[src/rtl/uart_fifo_port_if.sv]
// CPU-side byte handshake of the UART port.
//   master : the data path, which pushes tx bytes and pops rx bytes
//   slave  : the UART, which reports tx busy and the rx head/valid
// tx_data_in/tx_we_in : byte + single-cycle push strobe into the TX FIFO
// tx_busy_out         : TX FIFO full
// rx_data_out/valid   : RX FIFO head (first-word-fall-through), non-empty
// rx_re_in            : single-cycle pop strobe from the RX FIFO
interface uart_fifo_port_if;
  logic [7:0] tx_data_in;
  logic       tx_we_in;
  logic       tx_busy_out;
  logic [7:0] rx_data_out;
  logic       rx_valid_out;
  logic       rx_re_in;

  modport master (output tx_data_in, tx_we_in, rx_re_in,
                  input  tx_busy_out, rx_data_out, rx_valid_out);
  modport slave  (input  tx_data_in, tx_we_in, rx_re_in,
                  output tx_busy_out, rx_data_out, rx_valid_out);
endinterface

[src/rtl/uart_fifo_port.sv]
// 8N1 UART peripheral with TX/RX FIFOs and a 16x oversampling baud tick.
// Ports:
//   clk, rst          : system clock, asynchronous active-low reset
//   bus (slave)       : byte handshake to the data path (see uart_fifo_port_if)
//   rxd / txd         : serial in (asynchronous) / serial out (idle high)
//   tx_level/rx_level : FIFO occupancies, 0..FIFO_DEPTH
//   rx_overrun        : sticky, a received byte was dropped (RX FIFO full)
//   rx_frame_err      : sticky, a stop bit was sampled low
//   clr_err_in        : clears both sticky flags (a same-cycle set wins)
module uart_fifo_port #(
  parameter  int CLK_HZ     = 100000000,
  parameter  int BAUD       = 115200,
  parameter  int FIFO_DEPTH = 16,
  localparam int LW         = $clog2(FIFO_DEPTH) + 1
) (
  input  logic                 clk,
  input  logic                 rst,
  uart_fifo_port_if.slave      bus,
  input  logic                 rxd,
  output logic                 txd,
  output logic [LW-1:0]        tx_level,
  output logic [LW-1:0]        rx_level,
  output logic                 rx_overrun,
  output logic                 rx_frame_err,
  input  logic                 clr_err_in
);
  localparam int DIV_T = CLK_HZ / (16 * BAUD);
  localparam int DIV   = (DIV_T < 1) ? 1 : DIV_T;
  localparam int CW    = (DIV > 1) ? $clog2(DIV) : 1;
  localparam int AW    = $clog2(FIFO_DEPTH);
  localparam logic [LW-1:0] FULL = LW'(FIFO_DEPTH);

  typedef enum logic [1:0] {IDLE, START, DATA, STOP} st_t;

  // ---------------- baud tick ----------------
  logic [CW-1:0] div_cnt;
  logic          tick;
  assign tick = (div_cnt == CW'(DIV - 1));

  always_ff @(posedge clk or negedge rst)
    if (!rst) div_cnt <= '0;
    else      div_cnt <= tick ? '0 : div_cnt + 1'b1;

  // ---------------- TX FIFO ----------------
  logic [7:0]    tx_mem [FIFO_DEPTH];
  logic [AW-1:0] tx_wp, tx_rp;
  logic          tx_push, tx_pop;
  st_t           tx_st;
  logic [3:0]    tx_tc;
  logic [2:0]    tx_bi;
  logic [7:0]    tx_sh;

  assign tx_push         = bus.tx_we_in && (tx_level != FULL);
  // Pop from IDLE, or straight out of the last stop tick so back-to-back
  // bytes leave no gap on the line.
  assign tx_pop          = tick && (tx_level != '0) &&
                           ((tx_st == IDLE) || ((tx_st == STOP) && (tx_tc == 4'd15)));
  assign bus.tx_busy_out = (tx_level == FULL);

  always_ff @(posedge clk)
    if (tx_push) tx_mem[tx_wp] <= bus.tx_data_in;

  always_ff @(posedge clk or negedge rst)
    if (!rst) begin
      tx_wp <= '0; tx_rp <= '0; tx_level <= '0;
    end else begin
      if (tx_push) tx_wp <= tx_wp + 1'b1;
      if (tx_pop)  tx_rp <= tx_rp + 1'b1;
      case ({tx_push, tx_pop})
        2'b10:   tx_level <= tx_level + 1'b1;
        2'b01:   tx_level <= tx_level - 1'b1;
        default: ;
      endcase
    end

  // ---------------- TX FSM ----------------
  always_ff @(posedge clk or negedge rst)
    if (!rst) begin
      tx_st <= IDLE; tx_tc <= '0; tx_bi <= '0; tx_sh <= '0; txd <= 1'b1;
    end else if (tick) begin
      case (tx_st)
        IDLE:
          if (tx_pop) begin
            tx_sh <= tx_mem[tx_rp]; txd <= 1'b0; tx_tc <= '0; tx_st <= START;
          end
        START: begin
          tx_tc <= tx_tc + 1'b1;
          if (tx_tc == 4'd15) begin
            tx_st <= DATA; tx_bi <= '0; txd <= tx_sh[0];
          end
        end
        DATA: begin
          tx_tc <= tx_tc + 1'b1;
          if (tx_tc == 4'd15) begin
            if (tx_bi == 3'd7) begin
              tx_st <= STOP; txd <= 1'b1;
            end else begin
              tx_bi <= tx_bi + 1'b1; txd <= tx_sh[1]; tx_sh <= tx_sh >> 1;
            end
          end
        end
        STOP: begin
          tx_tc <= tx_tc + 1'b1;
          if (tx_tc == 4'd15) begin
            if (tx_pop) begin
              tx_sh <= tx_mem[tx_rp]; txd <= 1'b0; tx_st <= START;
            end else begin
              tx_st <= IDLE;
            end
          end
        end
        default: tx_st <= IDLE;
      endcase
    end

  // ---------------- RX synchronizer + FSM ----------------
  logic [1:0] rx_sync;
  logic       rs;
  st_t        rx_st;
  logic [3:0] rx_tc;
  logic [2:0] rx_bi;
  logic [7:0] rx_sh;
  logic       stop_smp, rx_push, rx_pop;
  logic [7:0]    rx_mem [FIFO_DEPTH];
  logic [AW-1:0] rx_wp, rx_rp;

  assign rs       = rx_sync[1];
  assign stop_smp = tick && (rx_st == STOP) && (rx_tc == 4'd15);
  assign rx_push  = stop_smp && rs && (rx_level != FULL);
  assign rx_pop   = bus.rx_re_in && (rx_level != '0);

  always_ff @(posedge clk or negedge rst)
    if (!rst) rx_sync <= 2'b11;
    else      rx_sync <= {rx_sync[0], rxd};

  // START samples 8 ticks after the edge is seen; every later sample is
  // 16 ticks on, so all bits are read near their middle.
  always_ff @(posedge clk or negedge rst)
    if (!rst) begin
      rx_st <= IDLE; rx_tc <= '0; rx_bi <= '0; rx_sh <= '0;
    end else if (tick) begin
      case (rx_st)
        IDLE:
          if (!rs) begin
            rx_st <= START; rx_tc <= '0;
          end
        START:
          if (rx_tc == 4'd7) begin
            rx_st <= rs ? IDLE : DATA;  // high at mid-start: glitch
            rx_tc <= '0; rx_bi <= '0;
          end else begin
            rx_tc <= rx_tc + 1'b1;
          end
        DATA: begin
          rx_tc <= rx_tc + 1'b1;
          if (rx_tc == 4'd15) begin
            rx_sh <= {rs, rx_sh[7:1]};
            if (rx_bi == 3'd7) rx_st <= STOP;
            else               rx_bi <= rx_bi + 1'b1;
          end
        end
        STOP: begin
          rx_tc <= rx_tc + 1'b1;
          if (rx_tc == 4'd15) rx_st <= IDLE;
        end
        default: rx_st <= IDLE;
      endcase
    end

  always_ff @(posedge clk or negedge rst)
    if (!rst) begin
      rx_overrun <= 1'b0; rx_frame_err <= 1'b0;
    end else begin
      rx_overrun   <= (stop_smp && rs && (rx_level == FULL)) | (rx_overrun & ~clr_err_in);
      rx_frame_err <= (stop_smp && !rs) | (rx_frame_err & ~clr_err_in);
    end

  // ---------------- RX FIFO ----------------
  always_ff @(posedge clk)
    if (rx_push) rx_mem[rx_wp] <= rx_sh;

  always_ff @(posedge clk or negedge rst)
    if (!rst) begin
      rx_wp <= '0; rx_rp <= '0; rx_level <= '0;
    end else begin
      if (rx_push) rx_wp <= rx_wp + 1'b1;
      if (rx_pop)  rx_rp <= rx_rp + 1'b1;
      case ({rx_push, rx_pop})
        2'b10:   rx_level <= rx_level + 1'b1;
        2'b01:   rx_level <= rx_level - 1'b1;
        default: ;
      endcase
    end

  assign bus.rx_valid_out = (rx_level != '0);
  assign bus.rx_data_out  = (rx_level != '0) ? rx_mem[rx_rp] : 8'h00;
endmodule

[src/flat_wrapper.sv]
// flat-port wrapper written by rule: the top's interface ports become plain ports
module uart_fifo_port_flat 
#(
  parameter  int CLK_HZ     = 100000000,
  parameter  int BAUD       = 115200,
  parameter  int FIFO_DEPTH = 16,
  localparam int LW         = $clog2(FIFO_DEPTH) + 1
)
  (clk, rst, rxd, txd, tx_level, rx_level, rx_overrun, rx_frame_err, clr_err_in, bus_tx_data_in, bus_tx_we_in, bus_rx_re_in, bus_tx_busy_out, bus_rx_data_out, bus_rx_valid_out);
  uart_fifo_port_if bus_i ();
  input  logic clk;
  input  logic rst;
  input  logic rxd;
  output logic txd;
  output logic [LW-1:0] tx_level;
  output logic [LW-1:0] rx_level;
  output logic rx_overrun;
  output logic rx_frame_err;
  input  logic clr_err_in;
  input wire logic [$bits(bus_i.tx_data_in)-1:0] bus_tx_data_in;
  input wire logic [$bits(bus_i.tx_we_in)-1:0] bus_tx_we_in;
  input wire logic [$bits(bus_i.rx_re_in)-1:0] bus_rx_re_in;
  output wire logic [$bits(bus_i.tx_busy_out)-1:0] bus_tx_busy_out;
  output wire logic [$bits(bus_i.rx_data_out)-1:0] bus_rx_data_out;
  output wire logic [$bits(bus_i.rx_valid_out)-1:0] bus_rx_valid_out;
  assign bus_i.tx_data_in = bus_tx_data_in;
  assign bus_i.tx_we_in = bus_tx_we_in;
  assign bus_i.rx_re_in = bus_rx_re_in;
  assign bus_tx_busy_out = bus_i.tx_busy_out;
  assign bus_rx_data_out = bus_i.rx_data_out;
  assign bus_rx_valid_out = bus_i.rx_valid_out;
  uart_fifo_port #(.CLK_HZ(CLK_HZ), .BAUD(BAUD), .FIFO_DEPTH(FIFO_DEPTH)) u_core (.clk(clk), .rst(rst), .bus(bus_i), .rxd(rxd), .txd(txd), .tx_level(tx_level), .rx_level(rx_level), .rx_overrun(rx_overrun), .rx_frame_err(rx_frame_err), .clr_err_in(clr_err_in));
endmodule
[config.mk]
export PLATFORM = sky130hd
export DESIGN_NAME = uart_fifo_port_flat
export DESIGN_NICKNAME = d
export VERILOG_FILES = /design/src/rtl/uart_fifo_port_if.sv /design/src/rtl/uart_fifo_port.sv /design/src/flat_wrapper.sv
export SDC_FILE = /design/constraint.sdc
export NUM_CORES = 1
export LEC_CHECK = 0
export ABC_CLOCK_PERIOD_IN_PS = 3300
export BUFFER_PORTS_ARGS = -buffer_cell sky130_fd_sc_hd__buf_2
export CORE_MARGIN = 5
export CORE_UTILIZATION = 45
export DETAILED_ROUTE_END_ITERATION = 6
export GPL_TIMING_DRIVEN = 0
export PLACE_DENSITY = 0.72
export SETUP_SLACK_MARGIN = 0.3
export SLEW_MARGIN = 10
export SYNTH_ARGS = -nofsm -noshare
export SYNTH_HDL_FRONTEND = slang
export SYNTH_SLANG_ARGS = --single-unit
[constraint.sdc]
create_clock -name clk -period 3.3 [get_ports clk]
set_input_delay 0.33 -clock clk [delete_from_list [all_inputs] [get_ports clk]]
set_output_delay 0.33 -clock clk [all_outputs]
set_load 0.005 [all_outputs]
After elaboration in Yosys (flattened, before gate mapping)

Memory sizes are Yosys's and may differ from the RTL's.
Index checks and enable logic that the tools add are counted.

Bitwise logic cells: 5
Reductions and logical operators: 33
Add/subtract/negate cells: 13
Multiplexer cells: 46
Equal/unequal tests: 32

Operators by type and width:

| kind                | count |
|---|---|
| $mux 8              | 5 |
| $add 4x1->4 const B | 6 |
| $pmux 8 s3          | 1 |
| $mux 2              | 11 |
| $pmux 5 s2          | 2 |
| $mux 3              | 6 |
| $pmux 2 s4          | 2 |
| $reduce_and 5->1    | 3 |
| $ne 2x1->1 const B  | 7 |
| $eq 2x2->1 const B  | 6 |
| $mux 4              | 3 |
| $pmux 3 s2          | 2 |
| $pmux 4 s3          | 1 |
| $reduce_and 6->1    | 2 |
| $logic_and 1x1->1   | 11 |
| $add 5x1->5 const B | 2 |
| $eq 5x5->1 const B  | 2 |
| $mux 1              | 10 |
| $ne 2x2->1 const B  | 5 |
| $ne 5x5->1 const B  | 2 |
| $reduce_bool 5->1   | 2 |
| $sub 5x1->5 const B | 2 |
| $eq 2x1->1 const B  | 4 |
| $eq 4x4->1 const B  | 2 |
| other kinds (21)    | 30 |

Memories kept: 2
Flip-flop bits (word level): 71
Logic and storage cells: 150
RAM bits: 256

Memories:

| memory        | words | width | read ports | clocked after memory_dff | write ports | line                  | source |
|---|---|---|---|---|---|---|---|
| u_core.rx_mem | 16    | 8     | 1          | 0                        | 1           | uart_fifo_port.sv:124 | `logic [7:0] rx_mem [FIFO_DEPTH];` |
| u_core.tx_mem | 16    | 8     | 1          | 0                        | 1           | uart_fifo_port.sv:45  | `logic [7:0] tx_mem [FIFO_DEPTH];` |

Depth between registers and ports, before layout

Word-level depth: 7
Gate-level depth with buffers: 14
Mapped depth without buffers: 14

Worst setup path before layout

OpenSTA, ideal clock, no wires.

Path kind: register to register
From: register u_core.div_cnt[1]
To: register u_core.rx_level[4]
Clock period less this slack: 2.760 ns
Setup slack: 0.540 ns
Buffers on the path: 0
Cell stages (with the launch flop): 15
Required time: 3.173 ns
Arrival time: 2.632 ns
Path through: dfrtp_1 inv_1 ha_1 nand4_1 nor4_1 a21boi_2 inv_1 ha_1 xor2_1 ha_1 nand3b_1 o21ai_0 a222oi_1 nor2_1 xor2_1

Cells in the longest elaborated chain, start to end: 7
Elaborated cells on any way between the ends: 9

Ends and longest elaborated chain:

| element                                                | line                  | source |
|---|---|---|
| from (decl)                                            | uart_fifo_port.sv:36  | `logic [CW-1:0] div_cnt;` |
| from (signal assigned)                                 | uart_fifo_port.sv:42  | `else div_cnt <= tick ? '0 : div_cnt + 1'b1;` |
| $eq 6x6->1 (*)                                         | uart_fifo_port.sv:38  | `assign tick = (div_cnt == CW'(DIV - 1));` |
| $logic_and 1x1->1 (*) (2 in series)                    | uart_fifo_port.sv:128 | `assign stop_smp = tick && (rx_st == STOP) && (rx_tc == 4'd15);` |
| $logic_and 1x1->1 (*) (2 in series)                    | uart_fifo_port.sv:129 | `assign rx_push = stop_smp && rs && (rx_level != FULL);` |
| $eq 2x1->1 / $eq 2x2->1 (equally long branches)        | uart_fifo_port.sv:188 | `case ({rx_push, rx_pop})` |
| $pmux 5 s2 / $reduce_bool 2->1 (equally long branches) | --                    |  |
| to (signal assigned)                                   | uart_fifo_port.sv:189 | `2'b10: rx_level <= rx_level + 1'b1;` |
| to (signal assigned)                                   | uart_fifo_port.sv:190 | `2'b01: rx_level <= rx_level - 1'b1;` |
| to (decl)                                              | uart_fifo_port.sv:22  | `output logic [LW-1:0] rx_level,` |

Every way passes the cells marked *; elsewhere a longest branch is shown, timed or not.
A chain may end at the register's enable or synchronous reset.

Worst setup path in the final report

From: register u_core.div_cnt[0]
To: memory u_core.rx_mem[5][3], enable pin

Cells in the longest elaborated chain, start to end: 7

Ends and longest elaborated chain:

| element                         | line                  | source |
|---|---|---|
| $eq 6x6->1                      | uart_fifo_port.sv:38  |  |
| $logic_and 1x1->1 (2 in series) | uart_fifo_port.sv:128 |  |
| $logic_and 1x1->1 (2 in series) | uart_fifo_port.sv:129 |  |
| $mux 1                          | uart_fifo_port.sv:180 | `if (rx_push) rx_mem[rx_wp] <= rx_sh;` |
| $mux 1 (not written as such)    | uart_fifo_port.sv:180 |  |
| to (decl)                       | uart_fifo_port.sv:124 |  |

Every way passes these cells.

==> run_results.csv <==
group,metric,value,unit
status,status,"finished, final reports clean",
synthesis,synth_area,13600,um2
setup_path,max_stage_delay,0.70,ns
routing,routed_via_density,5.59,
setup_path,cp.arrival,3.01,ns
clocking,root_buffer,"clkbuf_16",
timing,fin_ws,0.423,ns
setup_path,timing_worst_setup_path_type,"register to register",
final_layout,postLayoutCellArea,15500,um2
final_layout,fill_cells,2266,
die,initial_core_util,45.7,%
min_path,min_to,"u_core.rx_frame_err",
routing,drt_iter0_markers,685,
min_path,hold_start,"clr_err_in",
global_route,grt_usage,15.9,%
global_route,antenna_found_initial,1,
routing,postRouteAntennaNets,0,
setup_path,reg2reg_depth,7,
timing,max-slew-margin-rel,34.6,%
synthesis,avgSynthCellArea,17.1,um2
clocking,cts_buffers,34,
synthesis,synth_enable_flop_cells,256,
timing,skew,0.0172,ns
timing,tightestPinTransition,0.978,ns
clocking,clk_pin_slew,0.06,ns
final_layout,nets,916,
routing,firstDrtPassIters,5,
timing,slew_violations,0,
job,cap_violations,0,
synthesis,ys_types,54,
routing,wl_per_cell,20.6,um
die,io_pins,37,
power_and_ir_drop,ir_drop,0.000366,V
synthesis,synth.net_count,837,
global_route,grt_max_degree,64,
power_and_ir_drop,power.total,9.09,mW
setup_path,reg2reg_to,"u_core.rx_mem[5][3]",
timing,finalSetupTns,0,ns
final_layout,drive_above_1_share,25.0,%
setup_path,path_cells,"ha_1, nand4_1, nor4_4, a21boi_4, buf_4, nand2_1, nor2_1",
place,dpl_worst_slack,-0.0306,ns
power_and_ir_drop,power_density,586,nW/um2
clocking,clockBufferDepth,3,
clocking,clk-insertion-delay-late,0.51,ns
setup_path,worst_setup_path_start_kind,"register",
die,core_area,29700,um2
place,globalplace.congestion,0.763,
place,placement.cell_area,14300,um2
timing,setup_viol,0,
die,dieArea,33700,um2
setup_path,cpMaxStageDelayCell,"nor2_1",
power_and_ir_drop,p_leak,5.02,nW
die,die_h,184,um
routing,vias,7192,
global_route,grt_pass1_wl,41.6,mm
setup_path,crit_required,3.43,ns
setup_path,end_kind,"register",
die,die_w,184,um
setup_path,r2r_slack,0.42,ns
setup_path,cp_max_fo,8,
final_layout,final_cells,1287,
place,dp_hpwl,16.7,mm
timing,finalCriticalPeriod,2.88,ns
timing,finalCritPeriodShare,87.2,%
routing,drc_errors,0,
clocking,cts_tree,"yes",
min_path,hold_class,"input pin to register",
synthesis,async_flop_share,21.7,%
setup_path,r2r-start,"u_core.div_cnt[0]",
synthesis,postSynthCellCount,792,
synthesis,synth_seq_area_share,69.7,%
min_path,min_path_cells,2,
timing,fmax,0.348,GHz
timing,rsz0062_at_grt,"true",
global_route,grt_pass1_vias,7266,
final_layout,area_growth,14.3,%
final_layout,n_antenna_cell,0,
synthesis,ys.flop_type,"edfxtp_1",
place,io_buffers,36,
die,rows,63,
routing,drt_wl_total,26.4,mm
place,dp.cells,1219,
global_route,gr-total-overflow,0,
clocking,h-tree-depth,2,
timing,hold_viol_final,0,
clocking,clock-sinks,327,
synthesis,yosysWarnings,0,
synthesis,synth.ff_latch_count,327,
## per-layer routing
metal / share of wire (%) / up-vias / global-route usage (%)
met5: 0.042 / - / 0
met4: 1.7 / 2 / 4.02
met3: 7.1 / 39 / 3.15
met2: 48 / 243 / 25.3
met1: 43 / 3678 / 22.9
li1: - / 3230 / -
## cell families after synthesis
| logic type | synth area share (%) |
|---|---|
| simple gates | 6.01 |
| mux | 13.4 |
| fa+ha+maj | 2.91 |
| xor+xnor | 1.68 |
| flops | 69.7 |
| compound gates | 4.18 |
| buf+inv | 2.08 |
## worst max-delay path: cells and delay by family (launching register included)
| kind | cells | cell delay (ns) |
|---|---|---|
| simple gates | 4 | 1.44 |
| flops | 1 | 0.44 |
| compound gates | 1 | 0.23 |
| fa+ha+maj | 1 | 0.21 |
| buf+inv | 1 | 0.19 |
## cells in the mapped netlist (4+ instances only)
cell | n | area [um2]
a21oi_1 | 16 | 80.1
a22oi_1 | 12 | 90.1
buf_1 | 10 | 37.5
buf_2 | 10 | 50.1
clkbuf_1 | 15 | 56.3
dfrtp_1 | 68 | 1700
edfxtp_1 | 256 | 7690
ha_1 | 30 | 375
inv_1 | 26 | 97.6
mux2_2 | 14 | 158
mux2i_1 | 4 | 40.0
mux4_2 | 72 | 1620
nand2_1 | 55 | 206
nand2b_1 | 8 | 50.1
nand3_1 | 9 | 45.0
nand4_1 | 7 | 43.8
nor2_1 | 44 | 165
nor2b_1 | 16 | 100
nor3_1 | 11 | 55.1
o21ai_0 | 25 | 125
o22a_1 | 7 | 61.3
xnor2_1 | 14 | 123
xor2_1 | 12 | 105
## metrics by stage
stage               util, %  hold slack, ns
global placement       47.9           0.347
detailed placement     48.2           0.175
finish                 52.2          0.0365
global route           52.2          0.0426
CTS                    51.9          0.0206
floorplan                 -          0.0344
## where the power goes
| part | switching, mW | leakage, nW | internal (mW) |
|---|---|---|---|
| logic | 0.510 | 1.55 | 0.449 |
| registers | 0.0631 | 2.96 | 4.48 |
| clock network | 1.54 | 0.510 | 2.04 |
| total | 2.11 | 5.02 | 6.97 |
## layout make-up
cell class / count / area, um2 / area share (%)
Clock inverter: 17 / 130 / 0.839
Clock buffer: 45 / 912 / 5.88
Multi-Input combinational cell: 400 / 3930 / 25.3
Sequential cell: 327 / 9470 / 61.0
Inverter: 26 / 97.6 / 0.629
Tap cell: 390 / 488 / 3.15
Buffer: 39 / 233 / 1.50
Timing Repair Buffer: 43 / 260 / 1.68
## layout by cell type, fill, tap and decap left out, types with 12 or more instances in the layout
cell,Yosys,final
xor2_1,12,12
edfxtp_1,256,256
nor2_1,44,42
dfrtp_1,68,68
o21ai_0,25,25
mux2_2,14,14
a22oi_1,12,12
nor2b_1,16,16
nand2_1,55,55
clkbuf_16,0,34
xnor2_1,14,14
ha_1,30,27
inv_1,26,26
buf_2,10,45
mux4_2,72,72
a21oi_1,16,15
clkbuf_1,15,18
## worst max-delay path by stage
stage	to	depth (start not counted)	from	slack [ns]
after floorplan	u_core.rx_level[4]	14	u_core.div_cnt[1]	0.54
after global placement	u_core.rx_mem[3][7]	7	u_core.div_cnt[1]	-0.31
after detailed placement	u_core.rx_level[4]	14	u_core.div_cnt[1]	-0.03
after CTS	u_core.rx_level[4]	14	u_core.rx_level[1]	0.25
after global routing	u_core.rx_level[4]	14	u_core.div_cnt[1]	0.23
final	u_core.rx_mem[5][3]	7	u_core.div_cnt[0]	0.42
## flip-flops by register name, indices dropped and copies added (netlist names), 5 cells and up, named ones only
signal / count
u_core.tx_level: 5
u_core.tx_sh: 8
u_core.div_cnt: 6
u_core.tx_mem: 128
u_core.rx_level: 5
u_core.rx_mem: 128
u_core.rx_sh: 8
## what timing repair did
| item | 4_1_cts | 5_1_grt |
|---|---|---|
| buffers inserted | 1 | 3 |
| hold endpoints to repair | 69 | 0 |
| resized for setup | 13 | 25 |
| hold buffers | 2 | 0 |
| endpoints found under the setup margin | 141 | 17 |
| pin swaps | 0 | 3 |
Note: power is estimated with default switching activity, not from simulation.
